===== config.mk =====
export PLATFORM = sky130hd
export DESIGN_NAME = dbg_cmd_decoder
export DESIGN_NICKNAME = d
export VERILOG_FILES = /design/src/rtl/dbg_cmd_decoder.sv
export SDC_FILE = /design/constraint.sdc
export NUM_CORES = 1
export LEC_CHECK = 0
export CAP_MARGIN = 30
export CORE_UTILIZATION = 35
export CTS_BUF_LIST = sky130_fd_sc_hd__clkbuf_4 sky130_fd_sc_hd__clkbuf_8 sky130_fd_sc_hd__clkbuf_16
export DETAILED_ROUTE_END_ITERATION = 8
export GPL_TIMING_DRIVEN = 0
export PLACE_DENSITY = 0.65
export SYNTH_ARGS = -nofsm -noshare
export SYNTH_HDL_FRONTEND = slang
export SYNTH_SLANG_ARGS = --single-unit

===== constraint.sdc =====
create_clock -name clk -period 3.3 [get_ports clk]
set_clock_uncertainty 0.2 [all_clocks]
set_input_delay 0.99 -clock clk [delete_from_list [all_inputs] [get_ports clk]]
set_output_delay 0.99 -clock clk [all_outputs]
set_load 0.02 [all_outputs]

===== src/rtl/dbg_cmd_decoder.sv =====
// dbg_cmd_decoder: byte-level debug command parser.
// Parses 'W' addr data (write, answers 'K') and 'R' addr (read, answers with
// the register value). Any other first byte is answered with '?'.
// Exactly one response byte is returned per command.
// Optional feature macro: DBG_TIMEOUT_EN enables an inactivity timeout that
// abandons a half-received command. Without it, timeout is tied low.
module dbg_cmd_decoder #(
    parameter int DATA_WIDTH     = 8,
    parameter int REG_ADDR_BITS  = 8,
    parameter int TIMEOUT_CYCLES = 1000000
) (
    input  logic                     clk,
    input  logic                     rst,
    input  logic [DATA_WIDTH-1:0]    rx_data,
    input  logic                     rx_valid,
    output logic [DATA_WIDTH-1:0]    tx_data,
    output logic                     tx_valid,
    input  logic                     tx_ready,
    output logic [REG_ADDR_BITS-1:0] addr_read,
    input  logic [DATA_WIDTH-1:0]    read_data,
    output logic [REG_ADDR_BITS-1:0] addr_write,
    output logic [DATA_WIDTH-1:0]    write_data,
    output logic                     write_enable,
    output logic                     rx_drop,
    output logic                     timeout
);

    // Address bytes are truncated to REG_ADDR_BITS, so the address cannot be
    // wider than a byte; the command/response bytes assume an 8-bit UART.
    if (DATA_WIDTH != 8 || REG_ADDR_BITS > DATA_WIDTH || REG_ADDR_BITS < 1 ||
        TIMEOUT_CYCLES < 1) begin : g_param_check
        $error("dbg_cmd_decoder: unsupported parameter set");
    end

    localparam logic [DATA_WIDTH-1:0] OP_WRITE = DATA_WIDTH'(8'h57); // 'W'
    localparam logic [DATA_WIDTH-1:0] OP_READ  = DATA_WIDTH'(8'h52); // 'R'
    localparam logic [DATA_WIDTH-1:0] RSP_ACK  = DATA_WIDTH'(8'h4B); // 'K'
    localparam logic [DATA_WIDTH-1:0] RSP_UNK  = DATA_WIDTH'(8'h3F); // '?'

    typedef enum logic [2:0] {
        S_IDLE,
        S_GET_ADDR,
        S_GET_DATA,
        S_DO_WRITE,
        S_DO_READ,
        S_SEND
    } state_e;

    state_e                   state_q, state_d;
    logic                     is_write_q, is_write_d;
    logic [REG_ADDR_BITS-1:0] addr_read_q, addr_read_d;
    logic [REG_ADDR_BITS-1:0] addr_write_q, addr_write_d;
    logic [DATA_WIDTH-1:0]    write_data_q, write_data_d;
    logic [DATA_WIDTH-1:0]    tx_data_q, tx_data_d;
    logic                     rx_drop_q, rx_drop_d;

`ifdef DBG_TIMEOUT_EN
    localparam int CNT_W = $clog2(TIMEOUT_CYCLES + 1);
    localparam logic [CNT_W-1:0] CNT_MAX = CNT_W'(TIMEOUT_CYCLES);

    logic [CNT_W-1:0] cnt_q, cnt_d;
    logic [CNT_W-1:0] cnt_inc;
    logic             timeout_q, timeout_d;

    assign cnt_inc = cnt_q + CNT_W'(1);
`endif

    // Next-state and datapath decode; every register holds unless a state acts.
    always_comb begin
        state_d      = state_q;
        is_write_d   = is_write_q;
        addr_read_d  = addr_read_q;
        addr_write_d = addr_write_q;
        write_data_d = write_data_q;
        tx_data_d    = tx_data_q;
        rx_drop_d    = 1'b0;
`ifdef DBG_TIMEOUT_EN
        cnt_d        = '0;
        timeout_d    = 1'b0;
`endif
        case (state_q)
            S_IDLE: begin
                if (rx_valid) begin
                    if (rx_data == OP_WRITE || rx_data == OP_READ) begin
                        is_write_d = (rx_data == OP_WRITE);
                        state_d    = S_GET_ADDR;
                    end else begin
                        tx_data_d = RSP_UNK;
                        state_d   = S_SEND;
                    end
                end
            end
            S_GET_ADDR: begin
                if (rx_valid) begin
                    if (is_write_q) begin
                        addr_write_d = rx_data[REG_ADDR_BITS-1:0];
                        state_d      = S_GET_DATA;
                    end else begin
                        addr_read_d = rx_data[REG_ADDR_BITS-1:0];
                        state_d     = S_DO_READ;
                    end
                end
            end
            S_GET_DATA: begin
                if (rx_valid) begin
                    write_data_d = rx_data;
                    state_d      = S_DO_WRITE;
                end
            end
            S_DO_WRITE: begin
                // write_enable is decoded from this state, so it lasts one cycle.
                tx_data_d = RSP_ACK;
                rx_drop_d = rx_valid;
                state_d   = S_SEND;
            end
            S_DO_READ: begin
                // read_data is combinational from addr_read, registered here.
                tx_data_d = read_data;
                rx_drop_d = rx_valid;
                state_d   = S_SEND;
            end
            S_SEND: begin
                // A byte on the acceptance edge is still dropped: the parser is
                // only listening again from the following cycle.
                rx_drop_d = rx_valid;
                if (tx_ready) begin
                    state_d = S_IDLE;
                end
            end
            default: begin
                state_d = S_IDLE;
            end
        endcase
`ifdef DBG_TIMEOUT_EN
        // Count silent cycles mid-command; a byte on the expiry edge wins.
        if ((state_q == S_GET_ADDR || state_q == S_GET_DATA) && !rx_valid) begin
            if (cnt_inc == CNT_MAX) begin
                state_d   = S_IDLE;
                timeout_d = 1'b1;
            end else begin
                cnt_d = cnt_inc;
            end
        end
`endif
    end

    // State and datapath registers with asynchronous reset.
    always_ff @(posedge clk or posedge rst) begin
        if (rst) begin
            state_q      <= S_IDLE;
            is_write_q   <= 1'b0;
            addr_read_q  <= '0;
            addr_write_q <= '0;
            write_data_q <= '0;
            tx_data_q    <= '0;
            rx_drop_q    <= 1'b0;
        end else begin
            state_q      <= state_d;
            is_write_q   <= is_write_d;
            addr_read_q  <= addr_read_d;
            addr_write_q <= addr_write_d;
            write_data_q <= write_data_d;
            tx_data_q    <= tx_data_d;
            rx_drop_q    <= rx_drop_d;
        end
    end

`ifdef DBG_TIMEOUT_EN
    // Inactivity counter and its one-cycle expiry pulse.
    always_ff @(posedge clk or posedge rst) begin
        if (rst) begin
            cnt_q     <= '0;
            timeout_q <= 1'b0;
        end else begin
            cnt_q     <= cnt_d;
            timeout_q <= timeout_d;
        end
    end

    assign timeout = timeout_q;
`else
    assign timeout = 1'b0;
`endif

    // Strobes are state decodes so reset removes them immediately.
    assign write_enable = (state_q == S_DO_WRITE);
    assign tx_valid     = (state_q == S_SEND);
    assign tx_data      = tx_data_q;
    assign addr_read    = addr_read_q;
    assign addr_write   = addr_write_q;
    assign write_data   = write_data_q;
    assign rx_drop      = rx_drop_q;

endmodule


==> results of run 1 <==
stage by stage:
step                utilization  setup slack, ps  hold WS (ps)  total power (W)
floorplan                     -             1050           334          0.00154
global placement          0.511              371           289          0.00207
detailed placement        0.517              349           297          0.00211
CTS                       0.536              290           319          0.00244
global route              0.536              186           331          0.00257
finish                    0.536              297           311          0.00241
where the power goes:
part           total (W)  internal, W  switching (W)
clock           0.000310     0.000154       0.000155
sequential      0.000809     0.000673       0.000137
combinational    0.00129     0.000674       0.000616
total            0.00241      0.00150       0.000908
metal layers:
| layer | vias to the layer above | global-route usage | wire [um] |
|---|---|---|---|
| met3 | 3 | 0.0478 | 299 |
| met1 | 613 | 0.211 | 1660 |
| met2 | 45 | 0.280 | 1900 |
| li1 | 605 | - | - |
| met4 | 0 | 0.0600 | 30 |
| met5 | - | 0 | 0 |
cell families after synthesis:
group | synth area share
simple gates | 0.0901
compound gates | 0.146
mux | 0.167
other cells | 0.00223
flops | 0.551
buf+inv | 0.0439
flip-flops by register name, summed over array words and instances (netlist names):
signal	count
rx_drop	1
state_q	3
write_data	8
is_write_q	1
tx_data	8
addr_read	8
addr_write	8
path summary, 6_finish.rpt:
path	from	endpoint	cells after the start
worst min-delay path	addr_read[0]	addr_read[0]	1
worst max register to register	state_q[0]	write_data[0]	4
worst min register to register	addr_read[0]	addr_read[0]	1
min in group asynchronous	rst	rx_drop	2
worst max-delay path	state_q[0]	tx_valid	4
max in group asynchronous	rst	addr_read[2]	3
placed cells by master, fill, tap and decap left out, types with 2 or more instances in the layout:
cell type / netlist / routed
inv_1: 7 / 7
o22a_1: 3 / 3
mux2_2: 24 / 24
dfrtp_1: 37 / 37
and2b_1: 2 / 2
clkinv_2: 0 / 2
buf_2: 2 / 2
nand2b_1: 2 / 2
o211ai_1: 3 / 3
o21bai_1: 2 / 2
a21oi_1: 2 / 2
nor2_1: 5 / 5
and2_1: 2 / 2
clkdlybuf4s50_1: 0 / 54
buf_6: 2 / 2
o21a_1: 7 / 7
clkbuf_8: 0 / 5
nand2_1: 5 / 5
o21ai_0: 5 / 5
o221a_2: 3 / 3
o21ai_1: 2 / 2
layout make-up:
cell class | count | share of cell area
Clock inverter | 2 | 0.00417
Multi-Input combinational cell | 85 | 0.284
Inverter | 8 | 0.0125
Tap cell | 52 | 0.0271
Timing Repair Buffer | 55 | 0.237
Sequential cell | 37 | 0.386
Clock buffer | 6 | 0.0318
Buffer | 6 | 0.0182
==> impl_metrics.csv, run 1 <==
group,metric,value,unit
synthesis,post_synth_edffs,0,
floorplan,dieWidth,71.3,um
critical_path,worst-path-buf-inv,2,
cts,cts-root-to-sink-buffers,2,
global_routing,gr-usage-all-layers,0.169,
synthesis,yosysTopAreaCell,"dfrtp_1",
timing,tns,0,ps
global_routing,grt_antenna_before_repair,0,
routing,pre_antenna_drt_iters,7,
timing,rsz0062_at_grt,"no",
critical_path,critical_path.endpoint_type,"primary output",
routing,finalWirelength,3900,um
placed_design,placed_instance_area,0.00231,mm^2
floorplan,floorplan.initialDensity,0.376,
floorplan,num_rows,24,
routing,detail-route-antenna-nets,0,
finish,drive_gt1_frac,0.226,
critical_path,cpPeakStageDelay,610,ps
synthesis,syn-cell-area,0.00168,mm^2
synthesis,synth_top_cells_by_count,"37 x dfrtp_1, 24 x mux2_2, 7 x inv_1, 7 x o21a_1",
cts,clock_tree.htree_level_count,2,
finish,multi_input_area,681,um^2
critical_path,worstSetupPathType,"reg2out",
timing,max-slew-margin-rel,0.556,
cts,clk_pin_slew,70,ps
power_and_ir_drop,peakVddDrop,0.000506,V
placed_design,gpl.final_weighted_congestion,0.798,
timing,hold_viol,0,
synthesis,post_synth_num_cell_types,39,
finish,synthToLayoutAreaGrowth,42.8,%
power_and_ir_drop,powerDensity,1000,mW/mm^2
synthesis,synth_seq_cells,37,
critical_path,cpMaxStageDelayCell,"clkdlybuf4s50_1",
power_and_ir_drop,static_leak,1.01,nW
global_routing,grt_pass1_vias,1355,
critical_path,cp_data_arrival_time,1810,ps
floorplan,design.core.area,0.00447,mm^2
floorplan,die_area,0.00508,mm^2
finish,final-instance-count-excl-fill,251,
finish,fillCellCount,385,
critical_path,rrSetupSlack,1390,ps
global_routing,grt_overflow,0,
synthesis,asyncSetResetFlopFracSynth,1.00,
critical_path,cells_traversed_along_the_worst_timing_path,"buf_2, and2b_1, and2_1, clkdlybuf4s50_1",
cts,clk_latency,290,ps
critical_path,worstPathRequired,2110,ps
synthesis,yosys_warnings,0,
synthesis,yosys.area.top_type_share,0.551,
finish,final_std_cell_area_no_fill,0.00240,mm^2
critical_path,timing.critical_path.fanout_max,10,
worst_hold_path,hold_class,"reg2reg",
cts,postCtsSetupRepairBufs,0,
finish,insertedDiodeCount,0,
synthesis,synth_fp_nets,156,
timing,actual_transition_at_the_worst_max_transition_pin,665,ps
routing,route.detailed.vias_per_inst,5.04,
timing,setup_violations,0,
cts,tritoncts_num_sinks,37,
synthesis,synth_seq_area_share,0.551,
floorplan,floorplan.io_pins,56,
finish,final-seq-area,926,um^2
critical_path,cell_type_group_with_the_largest_total_delay_on_the_critical_path,"buffers and inverters",
routing,via_count_of_the_routed_design,1266,
synthesis,yosysMostFrequentCell,"dfrtp_1",
cts,cts-hold-fix-buffers,0,
placed_design,detailedPlacementHpwl,2880,um
floorplan,chipHeight,71.3,um
outcome,outcome,"finished, violations left",
synthesis,synth_top_cells_by_area,"dfrtp_1 55%, mux2_2 16%, o21a_1 3.1%, o221a_2 2.0%, inv_1 1.6%",
cts,cts_root_buffer,"clkbuf_8",
global_routing,grt_pass1_wl,6650,um
placed_design,buffer_ports.inserted,54,
synthesis,synth_flop_cell,"dfrtp_1",
timing,final_max_slew_viol_count,0,
placed_design,post_placement_cell_count,243,
routing,drt-initial-drc-count,37,
timing,fmax,333,MHz
run,timing.max_cap.violations,0,
synthesis,syn-instance-count,136,
outcome,failed_checks,"design-rule violations",
synthesis,syn_area_per_cell,12.4,um^2
timing,post-route-period-util,0.910,
global_routing,grt_max_degree,24,
timing,finalWorstPathRequiredPeriod,3000,ps
routing,drc,5,
cts,cts_tree,"done",
routing,wl_per_cell,15.5,um
critical_path,cp-start-kind,"flop",
finish,nets,218,
cts,cts_resized,0,
cts,cts_inserted_buffers,5,
No activity file was read; power rests on OpenSTA's default activity.
==> run 2, diff against run 1 <==
Settings changed: SKIP_CTS_REPAIR_TIMING set to 1.
==> results of run 2 <==
Final layout, timing and power as in run 1 (identical DEF).
==> run 3, diff against run 2 <==
Settings changed: CORE_MARGIN set to 1.5.
==> run 3 against run 2 <==
Compared with the run above: the run now ends clean; routed wire length rose by 3.1%; setup slack got worse by 29 ps; total power rose by 0.10%; sequential share of layout area barely moved.
==> impl_metrics.csv, run 3 (synthesis results as in run 1) <==
group,metric,value,unit
worst_hold_path,holdPathStages,1,
finish,final_std_cell_area_no_fill,0.00240,mm^2
routing,drt-initial-drc-count,63,
timing,finalWorstPathRequiredPeriod,3030,ps
critical_path,critical_path.endpoint_type,"primary output",
routing,finalWirelength,4020,um
critical_path,r2r.worst_path.cells,4,
placed_design,gpl.final_weighted_congestion,0.741,
timing,final_max_slew_viol_count,0,
finish,multi_input_area,681,um^2
timing,actual_transition_at_the_worst_max_transition_pin,620,ps
critical_path,cp-start-kind,"flop",
global_routing,gr-usage-all-layers,0.169,
cts,clk_latency,280,ps
timing,fmax,330,MHz
floorplan,design.core.area,0.00466,mm^2
routing,detail-route-antenna-nets,0,
global_routing,grt_antenna_before_repair,0,
timing,max-slew-margin-rel,0.586,
timing,hold_viol,0,
finish,synthToLayoutAreaGrowth,43.0,%
finish,nets,218,
floorplan,floorplan.initialDensity,0.361,
routing,route.detailed.vias_per_inst,5.18,
floorplan,die_area,0.00523,mm^2
routing,via_count_of_the_routed_design,1311,
critical_path,crit_start,"state_q[0]",
power_and_ir_drop,powerDensity,1000,mW/mm^2
cts,cts-root-to-sink-buffers,2,
floorplan,dieWidth,72.3,um
timing,rsz0062_at_grt,"no",
finish,post-route-util,0.515,
timing,tns,0,ps
floorplan,floorplan.io_pins,56,
finish,insertedDiodeCount,0,
finish,final-seq-area,926,um^2
cts,cts_tree,"done",
finish,drive_gt1_frac,0.226,
timing,final.setup.worst_slack,268,ps
power_and_ir_drop,peakVddDrop,0.000494,V
critical_path,r2r_start,"state_q[0]",
critical_path,worstPathRequired,2110,ps
finish,layout.cells.most_common,"clkdlybuf4s50_1",
cts,clk_pin_slew,70,ps
timing,post-route-period-util,0.919,
global_routing,grt_overflow,0,
placed_design,placed_instance_area,0.00232,mm^2
finish,fillCellCount,405,
worst_hold_path,hold_start,"write_data[0]",
placed_design,dp_slack,321,ps
cts,cts_inserted_buffers,5,
critical_path,timing.critical_path.fanout_max,10,
global_routing,grt_max_degree,26,
cts,clock_tree.htree_level_count,2,
run,timing.max_cap.violations,0,
routing,drc,0,
worst_hold_path,hold_class,"reg2reg",
placed_design,buffer_ports.inserted,54,
cts,tritoncts_num_sinks,37,
power_and_ir_drop,static_leak,1.01,nW
routing,wl_per_cell,15.9,um
critical_path,worstSetupPathType,"reg2out",
finish,final_cell_mix,"54 x clkdlybuf4s50_1, 37 x dfrtp_1, 24 x mux2_2, 7 x inv_1, 7 x o21a_1",
global_routing,grt_pass1_wl,6760,um
floorplan,num_rows,25,
placed_design,detailedPlacementHpwl,3000,um
global_routing,grt_pass1_vias,1356,
routing,pre_antenna_drt_iters,5,
timing,setup_violations,0,
outcome,outcome,"completed",
cts,cts_root_buffer,"clkbuf_8",
floorplan,chipHeight,72.3,um
critical_path,cp_data_arrival_time,1840,ps
==> run 3: cell counts in the layout (fill, tap and decap cells not counted) <==
No cell type changed its count.
==> run 3: worst paths after layout <==
path                                      end  slack [ps]
worst min-delay path            write_data[0]         310
worst min register to register  write_data[0]         310
worst max register to register  write_data[1]        1390
max in group asynchronous       write_data[0]        1480
min in group asynchronous          tx_data[0]         890
worst max-delay path                 tx_valid         270
==> run 3: cell type report <==
type	count	share of cell area
Multi-Input combinational cell	85	0.283
Clock inverter	2	0.00417
Clock buffer	6	0.0318
Sequential cell	37	0.385
Inverter	8	0.0125
Buffer	6	0.0182
Timing Repair Buffer	55	0.236
Tap cell	54	0.0281
==> run 3: through the flow <==
| step | instances | hold WS, ps | power [W] |
|---|---|---|---|
| after floorplan | 136 | 334 | 0.00154 |
| after detailed placement | 245 | 296 | 0.00212 |
| final | 253 | 313 | 0.00241 |
| after global routing | 253 | 326 | 0.00258 |
| after global placement | 244 | 290 | 0.00207 |
| after CTS | 253 | 318 | 0.00244 |
==> run 3: routing by layer <==
layer / GRT usage / wire length [um] / up-vias
li1: - / - / 611
met1: 0.199 / 1620 / 647
met2: 0.293 / 2000 / 51
met3: 0.0667 / 381 / 2
met4: 0.0377 / 14 / 0
met5: 0 / 0 / -
==> run 3: power breakdown <==
group	internal (W)	leakage, nW	switching, W
Combinational	0.000674	0.522	0.000625
Sequential	0.000673	0.442	0.000133
Clock	0.000154	0.0484	0.000151
==> run 3: worst max-delay path, stage by stage (launching register included) <==
cell	delay, ps
dfrtp_1	350
buf_2	190
and2b_1	220
and2_1	190
clkdlybuf4s50_1	610
